--- config.mk ---
export PLATFORM = sky130hd
export DESIGN_NAME = fetcher
export DESIGN_NICKNAME = d
export VERILOG_FILES = /design/src/rtl/fetcher.sv
export SDC_FILE = /design/constraint.sdc
export NUM_CORES = 1
export LEC_CHECK = 0
export ABC_AREA = 1
export CAP_MARGIN = 20
export CORE_MARGIN = 10
export CORE_UTILIZATION = 61
export DETAILED_ROUTE_END_ITERATION = 6
export GPL_TIMING_DRIVEN = 0
export PLACE_DENSITY = 0.86
export REMOVE_ABC_BUFFERS = 1
export SLEW_MARGIN = 20
export SYNTH_ARGS = -nofsm -noshare
export SYNTH_HDL_FRONTEND = slang
export SYNTH_SLANG_ARGS = --single-unit
--- constraint.sdc ---
create_clock -name clk -period 6.1 [get_ports clk]
set_input_delay 1.22 -clock clk [delete_from_list [all_inputs] [get_ports clk]]
set_output_delay 1.22 -clock clk [all_outputs]
set_load 0.005 [all_outputs]
--- src/rtl/fetcher.sv ---
// fetcher: RV32I instruction fetch stage. Requests one word at a time from the icache,
// predicts the next PC and pushes the word, its PC and the prediction into the instruction queue.
module fetcher (
    input  logic        clk,
    input  logic        rst,
    input  logic        rdy,
    output logic        out_icache_valid,
    output logic [31:0] out_icache_addr,
    input  logic        in_icache_ready,
    input  logic [31:0] in_icache_inst,
    output logic [7:0]  out_bp_tag,
    input  logic        in_bp_jump_res,
    input  logic        in_iq_full,
    output logic        out_iq_valid,
    output logic [31:0] out_iq_inst,
    output logic [31:0] out_iq_pc,
    output logic        out_iq_pred_jump,
    input  logic        in_rob_flush,
    input  logic [31:0] in_rob_target_pc
);
    typedef enum logic [1:0] {IDLE, WAIT, HOLD, DROP} state_t;

    localparam logic [6:0] OP_JAL    = 7'b1101111;
    localparam logic [6:0] OP_BRANCH = 7'b1100011;

    state_t      state;
    logic [31:0] pc;
    logic [31:0] held_inst;
    logic [31:0] held_next_pc;
    logic        held_pred;

    logic [31:0] imm_j;
    logic [31:0] imm_b;
    logic [31:0] pred_next_pc;
    logic        pred_taken;

    assign out_bp_tag = pc[9:2];

    assign imm_j = {{11{in_icache_inst[31]}}, in_icache_inst[31], in_icache_inst[19:12],
                    in_icache_inst[20], in_icache_inst[30:21], 1'b0};
    assign imm_b = {{19{in_icache_inst[31]}}, in_icache_inst[31], in_icache_inst[7],
                    in_icache_inst[30:25], in_icache_inst[11:8], 1'b0};

    // JAL always redirects; conditional branches follow the predictor; everything else falls through.
    always_comb begin
        pred_taken   = 1'b0;
        pred_next_pc = pc + 32'd4;
        if (in_icache_inst[6:0] == OP_JAL) begin
            pred_taken   = 1'b1;
            pred_next_pc = pc + imm_j;
        end else if (in_icache_inst[6:0] == OP_BRANCH && in_bp_jump_res) begin
            pred_taken   = 1'b1;
            pred_next_pc = pc + imm_b;
        end
    end

    always_ff @(posedge clk or negedge rst) begin
        if (!rst) begin
            state            <= IDLE;
            pc               <= 32'd0;
            held_inst        <= 32'd0;
            held_next_pc     <= 32'd0;
            held_pred        <= 1'b0;
            out_icache_valid <= 1'b0;
            out_icache_addr  <= 32'd0;
            out_iq_valid     <= 1'b0;
            out_iq_inst      <= 32'd0;
            out_iq_pc        <= 32'd0;
            out_iq_pred_jump <= 1'b0;
        end else if (rdy) begin
            out_iq_valid <= 1'b0;
            if (in_rob_flush) begin
                pc               <= in_rob_target_pc;
                out_icache_valid <= 1'b0;
                // An icache response still in flight must be swallowed before refetching.
                if ((state == WAIT || state == DROP) && !in_icache_ready)
                    state <= DROP;
                else
                    state <= IDLE;
            end else begin
                case (state)
                    IDLE: begin
                        out_icache_valid <= 1'b1;
                        out_icache_addr  <= pc;
                        state            <= WAIT;
                    end
                    WAIT: begin
                        if (in_icache_ready) begin
                            out_icache_valid <= 1'b0;
                            if (!in_iq_full) begin
                                out_iq_valid     <= 1'b1;
                                out_iq_inst      <= in_icache_inst;
                                out_iq_pc        <= pc;
                                out_iq_pred_jump <= pred_taken;
                                pc               <= pred_next_pc;
                                state            <= IDLE;
                            end else begin
                                held_inst    <= in_icache_inst;
                                held_next_pc <= pred_next_pc;
                                held_pred    <= pred_taken;
                                state        <= HOLD;
                            end
                        end
                    end
                    HOLD: begin
                        if (!in_iq_full) begin
                            out_iq_valid     <= 1'b1;
                            out_iq_inst      <= held_inst;
                            out_iq_pc        <= pc;
                            out_iq_pred_jump <= held_pred;
                            pc               <= held_next_pc;
                            state            <= IDLE;
                        end
                    end
                    DROP: begin
                        if (in_icache_ready)
                            state <= IDLE;
                    end
                    default: state <= IDLE;
                endcase
            end
        end
    end
endmodule

==> results of run 1 <==
## cell type report
cell class | instances | area [um^2] | share of cell area [%]
timing repair buffer | 185 | 1960 | 12.4
sequential | 198 | 4950 | 31.5
inverter | 194 | 732 | 4.66
multi-input combinational | 1445 | 7110 | 45.2
tap | 275 | 344 | 2.19
clock buffer | 17 | 425 | 2.71
clock inverter | 15 | 194 | 1.23
## metrics by stage
step	setup TNS (ns)	utilization (%)	worst slack, ns	total power [mW]
after floorplan	0	-	1.06	4.84
after global placement	-874.16	70.4	-4.23	6.52
after detailed placement	0	71.6	1.54	6.76
after CTS	0	74.5	1.96	8.01
after global routing	0	74.5	1.65	8.67
final	0	74.5	1.80	8.16
## cell families after synthesis
| family | count (synthesis) | synth area share, % |
|---|---|---|
| compound gates | 338 | 14.9 |
| simple gates | 1035 | 32.6 |
| buf+inv | 269 | 8.17 |
| fa+ha+maj | 50 | 4.90 |
| xor+xnor | 22 | 1.47 |
| flops | 198 | 37.9 |
## worst min path at each step
stage | cells after the start | startpoint | to
2_1_floorplan | 2 | held_next_pc[3]$_DFFE_PN0P_ | held_next_pc[3]$_DFFE_PN0P_
3_3_place_gp | 2 | held_inst[11]$_DFFE_PN0P_ | held_inst[11]$_DFFE_PN0P_
3_5_place_dp | 2 | held_inst[20]$_DFFE_PN0P_ | held_inst[20]$_DFFE_PN0P_
4_1_cts | 2 | held_inst[20]$_DFFE_PN0P_ | held_inst[20]$_DFFE_PN0P_
5_1_grt | 2 | held_inst[1]$_DFFE_PN0P_ | held_inst[1]$_DFFE_PN0P_
6_report | 2 | held_inst[21]$_DFFE_PN0P_ | held_inst[21]$_DFFE_PN0P_
## layer usage
metal  routed length [um]  up-vias
li1                     -     6503
met1                18100     6562
met2                23400     1041
met3                 5580      248
met4                 2750        0
met5                    0        -
## power breakdown
group          switching [mW]  internal [mW]
sequential              0.570           1.93
combinational            2.71           1.72
clock                   0.658          0.571
## cell usage in the layout (no fill, tap or decap), drive strengths merged
master         synthesis  routed
a21boi                 1       1
a21o                   3       3
a21oi                 80      80
a221oi                19      19
a22oi                  7       7
a31oi                 53      53
buf                   31      10
clkbuf                44      17
clkdlybuf4s50          0     175
clkinv                 1       7
dfrtp                198     198
fa                     2       2
ha                    48      48
inv                  193     202
nand2                666     666
nand3                125     125
nand3b                 1       1
nand4                 21      21
nor2                 193     193
nor3                  28      28
nor3b                  1       1
o211ai                 6       6
o21a                   1       1
o21ai                145     145
o21bai                 5       5
o221ai                 4       4
o22ai                 14      14
xnor2                  1       1
xor2                  21      21
## state kept, by name, summed over array words and instances (netlist names)
name              cells
out_iq_pred_jump      1
out_icache_addr      32
held_next_pc         32
out_iq_valid          1
out_icache_valid      1
held_inst            32
state                 2
out_iq_inst          32
pc                   32
held_pred             1
out_iq_pc            32
## worst register-to-register path: cells and delay by family, from the launching register on
family / cells / cell delay [ns]
compound gates: 3 / 0.49
fa+ha+maj: 1 / 0.75
buf+inv: 3 / 1.49
flops: 1 / 0.44
simple gates: 2 / 1.04
==> flow_metrics.env, run 1 <==
export IMPL_period_share_pct=70.6
export IMPL_ir_worst_vdd_mv=0.235
export IMPL_critical_path_buf_inv_count=3
export IMPL_antennaDiodeCount=0
export IMPL_synth_top_cell_by_area="dfrtp_1"
export IMPL_holdWs_ns=0.485
export IMPL_synth_seq_cells=198
export IMPL_status="complete, but fails checks"
export IMPL_clk_pin_slew_ns=0.09
export IMPL_ys_top_cells_by_area="dfrtp_1, nand2_1, inv_1, nor2_1, o21ai_0"
export IMPL_crit_chain="inv_1 > ha_2 > clkinv_2 > nor2_4 > inv_1 > o22ai_1 > nor2_1 > o21ai_0 > o21ai_0"
export IMPL_endpoint_kind="flop"
export IMPL_place_area_um2=15100
export IMPL_synth_ff_type="dfrtp_1"
export IMPL_antenna_found_initial=1
export IMPL_critPathMaxStageDelay_ns=0.92
export IMPL_cts_setup_buffers=0
export IMPL_reg2reg_to="pc[8]$_DFFE_PN0P_"
export IMPL_grt_max_degree=102
export IMPL_failed_checks="design-rule violations"
export IMPL_cts_resized=0
export IMPL_die_area_um2=27700
export IMPL_worst_r2r_setup_slack_ns=1.80
export IMPL_yosys_warnings=0
export IMPL_die_h_um=166
export IMPL_fmax_mhz=232
export IMPL_leakagePower_nw=7.68
export IMPL_synth_most_common_cell="nand2_1"
export IMPL_crit_end="pc[8]$_DFFE_PN0P_"
export IMPL_top_usage_layer="met2"
export IMPL_cp_required_ns=6.45
export IMPL_rsz0062_at_grt="no"
export IMPL_drc=3
export IMPL_die_w_um=166
export IMPL_synthCells=1912
export IMPL_grtUsageMet3_pct=8.66
export IMPL_syn_cell_area_um2=13100
export IMPL_gp_congestion=1.01
export IMPL_yosysSeqAreaShare_pct=37.9
export IMPL_worst_path_stages=9
export IMPL_hpwl_mm=36.5
export IMPL_num_nets_final=2162
export IMPL_avgSynthCellArea_um2=6.84
export IMPL_dr_total_vias=14400
export IMPL_holdCritPathClass="reg -> reg"
export IMPL_final_max_slew_viol_count=0
export IMPL_grt_pass1_wl_mm=76.8
export IMPL_routedWlPerCell_um=21.4
export IMPL_row_count=53
export IMPL_cts_sinks=198
export IMPL_worstReg2RegStart="state[0]$_DFFE_PN0P_"
export IMPL_post_route_min_period_ns=4.30
export IMPL_slowest_stage="nor2_4"
export IMPL_final_cell_count_no_fill=2329
export IMPL_ctsHoldBuffers=0
export IMPL_critPathKind="reg -> reg"
export IMPL_clockBufferDepth=2
export IMPL_gr_usage_all_layers_pct=34.6
export IMPL_syn2layout_area_growth_pct=20.2
export IMPL_fin_skew_ns=0.0165
export IMPL_coreArea_um2=21100
export IMPL_h_tree_depth=4
export IMPL_synth_common_cells="nand2_1, dfrtp_1, inv_1"
export IMPL_tritoncts="built"
export IMPL_grt_pass1_vias=13900
export IMPL_startpoint="state[0]$_DFFE_PN0P_"
export IMPL_fin_area_um2=15700
export IMPL_start_util_pct=62.0
export IMPL_cp_arrival_ns=4.65
export IMPL_grt_use_met1_pct=40.7
export IMPL_worst_r2r_cell_count=9
export IMPL_fill_cells=1565
export IMPL_cts_made_buffers=17
export IMPL_use_met2_pct=57.5
export IMPL_synthArstFlopShare_pct=100
export IMPL_yosys_cell_types_count=42
export IMPL_cp_start_kind="flop"
export IMPL_setup_viol=0
export IMPL_synth_edff_count=0
export IMPL_yosys_area_top_type_share_pct=37.9
export IMPL_drtAntennaViolNets=0
export IMPL_vias_per_cell=6.16
export IMPL_cellPowerDensity_nw_per_um2=519
export IMPL_drt_iter0_drc=2127
export IMPL_maxCapViolCount=0
export IMPL_worst_path_max_fanout=38
export IMPL_post_place_cells=2297
export IMPL_port_buffers=177
export IMPL_pin_count=178
export IMPL_crit_family="buffers and inverters"
export IMPL_root_buffer="clkbuf_16"
export IMPL_clk_latency_ns=0.46
export IMPL_finalHoldViolations=0
export IMPL_tightest_slew_ns=1.11
export IMPL_drive_gt1_share_pct=4.87
export IMPL_drtPass1Iterations=7
export IMPL_slew_headroom_pct=25.5
export IMPL_totalWireLength_mm=49.8
export IMPL_grt_ovfl_total=0
Note: power is estimated with default switching activity, not from simulation.
==> inputs of run 2 (changes only) <==
CORE_UTILIZATION = 51   (was 61)
PLACE_DENSITY = 0.77   (was 0.86)
clock period = 3.5 ns   (was 6.1 ns; I/O delays follow)
==> flow_metrics.env, run 2 (synthesis gave the netlist of run 1 again) <==
export IMPL_status="completed"
export IMPL_die_w_um=180
export IMPL_h_tree_depth=4
export IMPL_multi_input_area_um2=7130
export IMPL_drive_gt1_share_pct=5.19
export IMPL_clk_latency_ns=0.46
export IMPL_vias_per_cell=5.67
export IMPL_grtUsageMet3_pct=5.34
export IMPL_drt_iter0_drc=1447
export IMPL_post_route_min_period_ns=3.34
export IMPL_endpoint_kind="flop"
export IMPL_routedWlPerCell_um=19.5
export IMPL_power_switching_mw=6.51
export IMPL_grt_max_degree=90
export IMPL_port_buffers=177
export IMPL_pwr_share_clk_pct=15.4
export IMPL_fin_tns_setup_ns=0
export IMPL_final_max_slew_viol_count=0
export IMPL_ir_worst_vdd_mv=0.429
export IMPL_mostFrequentLayoutCells="nand2_1, dfrtp_1, inv_1, nor2_1, clkdlybuf4s50_1"
export IMPL_timing_final_ws_setup_ns=0.165
export IMPL_rsz0062_at_grt="no"
export IMPL_setup_viol=0
export IMPL_root_buffer="clkbuf_16"
export IMPL_p_seq_share_pct=31.1
export IMPL_pin_count=178
export IMPL_drtAntennaViolNets=0
export IMPL_p_sw_share_pct=46.9
export IMPL_cp_arrival_ns=3.70
export IMPL_grt_use_met1_pct=36.0
export IMPL_cts_sinks=198
export IMPL_leakagePower_nw=7.73
export IMPL_coreArea_um2=25200
export IMPL_slew_headroom_pct=35.0
export IMPL_grt_pass1_wl_mm=73.6
export IMPL_gp_congestion=1.00
export IMPL_worst_r2r_cell_count=7
export IMPL_fill_cells=2283
export IMPL_totalWireLength_mm=46.5
export IMPL_worstReg2RegStart="state[0]$_DFFE_PN0P_"
export IMPL_grt_pass1_vias=12900
export IMPL_maxCapViolCount=0
export IMPL_drc=0
export IMPL_use_met2_pct=46.1
export IMPL_clk_pin_slew_ns=0.09
export IMPL_start_util_pct=51.9
export IMPL_crit_end="pc[5]$_DFFE_PN0P_"
export IMPL_power_mw=13.9
export IMPL_fin_skew_ns=0.0146
export IMPL_tritoncts="built"
export IMPL_period_share_pct=95.3
export IMPL_hpwl_mm=34.6
export IMPL_tightest_slew_ns=0.975
export IMPL_critPathKind="in -> reg"
export IMPL_num_nets_final=2168
export IMPL_p_int_mw=7.37
export IMPL_clockBufferDepth=2
export IMPL_die_h_um=180
export IMPL_worst_path_max_fanout=36
export IMPL_ff_latch_area_um2=4950
export IMPL_worst_r2r_setup_slack_ns=0.39
export IMPL_place_ws_ns=-0.616
export IMPL_antenna_found_initial=0
export IMPL_dr_total_vias=13500
export IMPL_drtPass1Iterations=7
export IMPL_pwr_share_comb_pct=53.6
export IMPL_gr_usage_all_layers_pct=28.1
export IMPL_startpoint="in_icache_inst[5]"
export IMPL_fmax_mhz=300
export IMPL_row_count=58
export IMPL_top_usage_layer="met2"
export IMPL_reg2reg_to="pc[24]$_DFFE_PN0P_"
export IMPL_cts_made_buffers=17
export IMPL_holdWs_ns=0.124
export IMPL_die_area_um2=32500
export IMPL_antennaDiodeCount=0
export IMPL_cp_required_ns=3.87
export IMPL_final_common_cell="nand2_1"
export IMPL_cellPowerDensity_nw_per_um2=873
export IMPL_cp_start_kind="primary input"
export IMPL_syn2layout_area_growth_pct=21.5
export IMPL_finalHoldViolations=0
export IMPL_grt_ovfl_total=0
export IMPL_holdCritPathClass="in -> async"
==> run 2: cell type report <==
| type | instances | share of cell area [%] |
|---|---|---|
| clock buffers | 17 | 2.68 |
| multi-input cells | 1446 | 44.8 |
| clock inverters | 15 | 1.20 |
| inverters | 194 | 4.64 |
| flip-flops and latches | 198 | 31.2 |
| repair buffers | 190 | 12.9 |
| well taps | 330 | 2.60 |
==> run 2: how the worst min path moves through the flow <==
stage	from	endpoint	slack [ns]	cells after the start
finish	rst	out_iq_inst[4]$_DFFE_PN0P_	0.12	1
CTS	rst	out_iq_inst[4]$_DFFE_PN0P_	0.14	1
global route	rst	out_iq_inst[4]$_DFFE_PN0P_	0.15	1
floorplan	rst	held_inst[0]$_DFFE_PN0P_	0.40	0
detailed placement	held_inst[26]$_DFFE_PN0P_	held_inst[26]$_DFFE_PN0P_	0.47	2
global placement	held_inst[10]$_DFFE_PN0P_	held_inst[10]$_DFFE_PN0P_	0.46	2
==> run 2: routing by layer <==
layer / part of all wire [%] / vias to the layer above
met1: 42 / 6350
li1: - / 6520
met5: 0 / -
met2: 46 / 587
met3: 7.6 / 90
met4: 3.7 / 0
==> run 2: per-stage QoR <==
step	cell area, um^2	utilization (%)	std cells
finish	15900	63.1	2390
global route	15900	63.1	2390
CTS	15900	63.0	2387
detailed placement	15200	60.5	2354
global placement	14900	59.3	2344
floorplan	12700	-	1837
==> run 2: what timing repair did <==
| action | in CTS | in global routing |
|---|---|---|
| pin swaps | 1 | 1 |
| gates resized for setup | 1 | 5 |
| hold buffers | 0 | 0 |
| setup endpoints to repair | 13 | 22 |
| setup buffers | 0 | 2 |
| cloned | 1 | 0 |
==> run 2: worst max-delay path, stage by stage <==
cell and delay (ns):
clkdlybuf4s50_1 0.48, inv_1 0.06, nor3_2 0.30, nand4_4 0.69
inv_4 0.63, o21ai_0 0.16, o21ai_0 0.42, nor2_1 0.10
o22ai_1 0.15
==> run 2: power by group through the flow <==
stage	sequential [mW]	combinational, mW	clock (mW)
finish	4.31	7.44	2.13
detailed placement	4.32	7.33	0
CTS	4.29	7.39	2.14
floorplan	4.11	4.33	0
global route	4.43	8.31	2.24
global placement	4.29	7.12	0
==> inputs of run 3 (changes only) <==
SLEW_MARGIN = default   (was 20)
==> flow_metrics.env, run 3 (synthesis gave the netlist of run 1 again) <==
export IMPL_endpoint_kind="flop"
export IMPL_row_count=58
export IMPL_final_max_slew_viol_count=0
export IMPL_route_met3_wl_mm=3.33
export IMPL_ctsHoldBuffers=0
export IMPL_leakagePower_nw=7.74
export IMPL_num_nets_final=2171
export IMPL_period_share_pct=94.7
export IMPL_slowest_stage="clkdlybuf4s50_1"
export IMPL_post_route_min_period_ns=3.31
export IMPL_gp_congestion=1.00
export IMPL_cp_arrival_ns=3.68
export IMPL_antennaDiodeCount=0
export IMPL_startpoint="in_rob_flush"
export IMPL_cts_made_buffers=17
export IMPL_cp_required_ns=3.87
export IMPL_status="completed"
export IMPL_vias_per_cell=5.68
export IMPL_drt_met1_wl_mm=19.5
export IMPL_fin_tns_setup_ns=0
export IMPL_critPathKind="in -> reg"
export IMPL_crit_end="held_next_pc[28]$_DFFE_PN0P_"
export IMPL_drt_iter0_drc=1561
export IMPL_drtAntennaViolNets=0
export IMPL_die_area_um2=32500
export IMPL_gr_usage_all_layers_pct=27.8
export IMPL_holdCritPathClass="in -> async"
export IMPL_ff_latch_area_um2=4950
export IMPL_root_buffer="clkbuf_16"
export IMPL_slew_headroom_pct=43.2
export IMPL_die_w_um=180
export IMPL_critical_path_buf_inv_count=5
export IMPL_crit_family="buffers and inverters"
export IMPL_final_common_cell="nand2_1"
export IMPL_fmax_mhz=302
export IMPL_cp_start_kind="primary input"
export IMPL_critPathMaxStageDelay_ns=0.63
export IMPL_h_tree_depth=4
export IMPL_hpwl_mm=35.1
export IMPL_cts_sinks=198
export IMPL_clk_pin_slew_ns=0.09
export IMPL_clockBufferDepth=2
export IMPL_clk_latency_ns=0.46
export IMPL_crit_chain="clkdlybuf4s50_1 > buf_16 > nor2_1 > nand2_2 > buf_12 > clkinv_2 > buf_12 > nor2_1 > a31oi_1"
export IMPL_mostFrequentLayoutCells="nand2_1, dfrtp_1, inv_1, nor2_1, clkdlybuf4s50_1"
export IMPL_drc=0
export IMPL_grt_pass1_wl_mm=73.2
export IMPL_grt_pass1_vias=12900
export IMPL_grt_max_degree=124
export IMPL_fill_cells=2314
export IMPL_setup_viol=0
export IMPL_worst_path_stages=9
export IMPL_grt_ovfl_total=0
export IMPL_drive_gt1_share_pct=5.24
export IMPL_coreArea_um2=25200
export IMPL_antenna_found_initial=0
export IMPL_worst_r2r_setup_slack_ns=0.22
export IMPL_die_h_um=180
export IMPL_worst_path_max_fanout=45
export IMPL_reg2reg_to="pc[10]$_DFFE_PN0P_"
export IMPL_routedWlPerCell_um=19.4
export IMPL_start_util_pct=51.9
export IMPL_worst_r2r_cell_count=10
export IMPL_detailroute_wirelength_met2_mm=21.7
export IMPL_dr_total_vias=13600
export IMPL_multi_input_area_um2=7110
export IMPL_totalWireLength_mm=46.3
export IMPL_tightest_slew_ns=0.851
export IMPL_tritoncts="built"
export IMPL_syn2layout_area_growth_pct=21.8
export IMPL_post_route_util_pct=63.3
export IMPL_pin_count=178
export IMPL_maxUsedRoutingLayer="met4"
export IMPL_ir_worst_vdd_mv=0.406
export IMPL_fin_skew_ns=0.0163
export IMPL_worstReg2RegStart="state[0]$_DFFE_PN0P_"
export IMPL_drtPass1Iterations=7
export IMPL_finalHoldViolations=0
export IMPL_maxCapViolCount=0
export IMPL_cellPowerDensity_nw_per_um2=869
export IMPL_port_buffers=177
==> run 3: changes by cell type in the layout (fill, tap and decap cells not counted), moves of 2 or more <==
| cell | change |
|---|---|
| buf_12 | +3 |
| clkinvlp_4 | +4 |
| inv_4 | -3 |
| inv_6 | -2 |
| nor2_4 | -2 |
==> run 3: repair_timing <==
action | CTS | global route
endpoints found under the setup margin | 9 | 26
pin swaps | 0 | 0
resized for setup | 2 | 5
buffers inserted | 0 | 3
==> run 3: how the worst min path moves through the flow <==
stage	from	end	slack, ns	cells past startpoint
5_1_grt	rst	out_iq_inst[6]$_DFFE_PN0P_	0.26	1
6_report	rst	out_iq_inst[6]$_DFFE_PN0P_	0.21	1
3_3_place_gp	held_inst[10]$_DFFE_PN0P_	held_inst[10]$_DFFE_PN0P_	0.46	2
2_1_floorplan	rst	held_inst[0]$_DFFE_PN0P_	0.40	0
3_5_place_dp	held_inst[28]$_DFFE_PN0P_	held_inst[28]$_DFFE_PN0P_	0.47	2
4_1_cts	rst	out_iq_inst[5]$_DFFE_PN0P_	0.24	1
==> run 3: final cells by class <==
class	count	share of cell area, %
clock buffers	17	2.67
clock inverters	15	1.13
inverters	194	4.60
multi-input cells	1445	44.6
flip-flops and latches	198	31.1
well taps	330	2.59
repair buffers	194	13.3
==> run 3: where the power goes <==
part	internal, mW	switching (mW)
Sequential	3.37	0.948
Combinational	3.03	4.44
Clock	0.969	1.09
Total	7.37	6.47
==> run 3: worst reg2reg max path: stages, from the launching register on <==
cell and delay, ns:
dfrtp_1 0.43, inv_1 0.14, ha_4 0.45, clkinv_1 0.47
buf_12 0.30, nor2_2 0.40, inv_1 0.45, o22ai_1 0.26
nor2_1 0.08, nand2_1 0.08, o21ai_0 0.10
==> run 3: layer usage <==
| layer | up-vias | GRT usage [%] |
|---|---|---|
| li1 | 6522 | - |
| met1 | 6356 | 35.5 |
| met3 | 115 | 5.08 |
| met4 | 0 | 10.9 |
| met2 | 605 | 45.8 |
| met5 | - | 0 |
==> run 3: metrics by stage <==
stage / instance area (um^2) / cells / hold slack (ns) / setup WS (ns) / power [mW]
final: 15900 / 2393 / 0.207 / 0.186 / 13.8
after global placement: 14900 / 2344 / 0.462 / -6.58 / 11.4
after detailed placement: 15300 / 2358 / 0.466 / -0.581 / 11.7
after floorplan: 12700 / 1837 / 0.404 / -1.54 / 8.44
after CTS: 15900 / 2390 / 0.245 / 0.117 / 13.8
after global routing: 15900 / 2393 / 0.256 / -0.000471 / 14.9
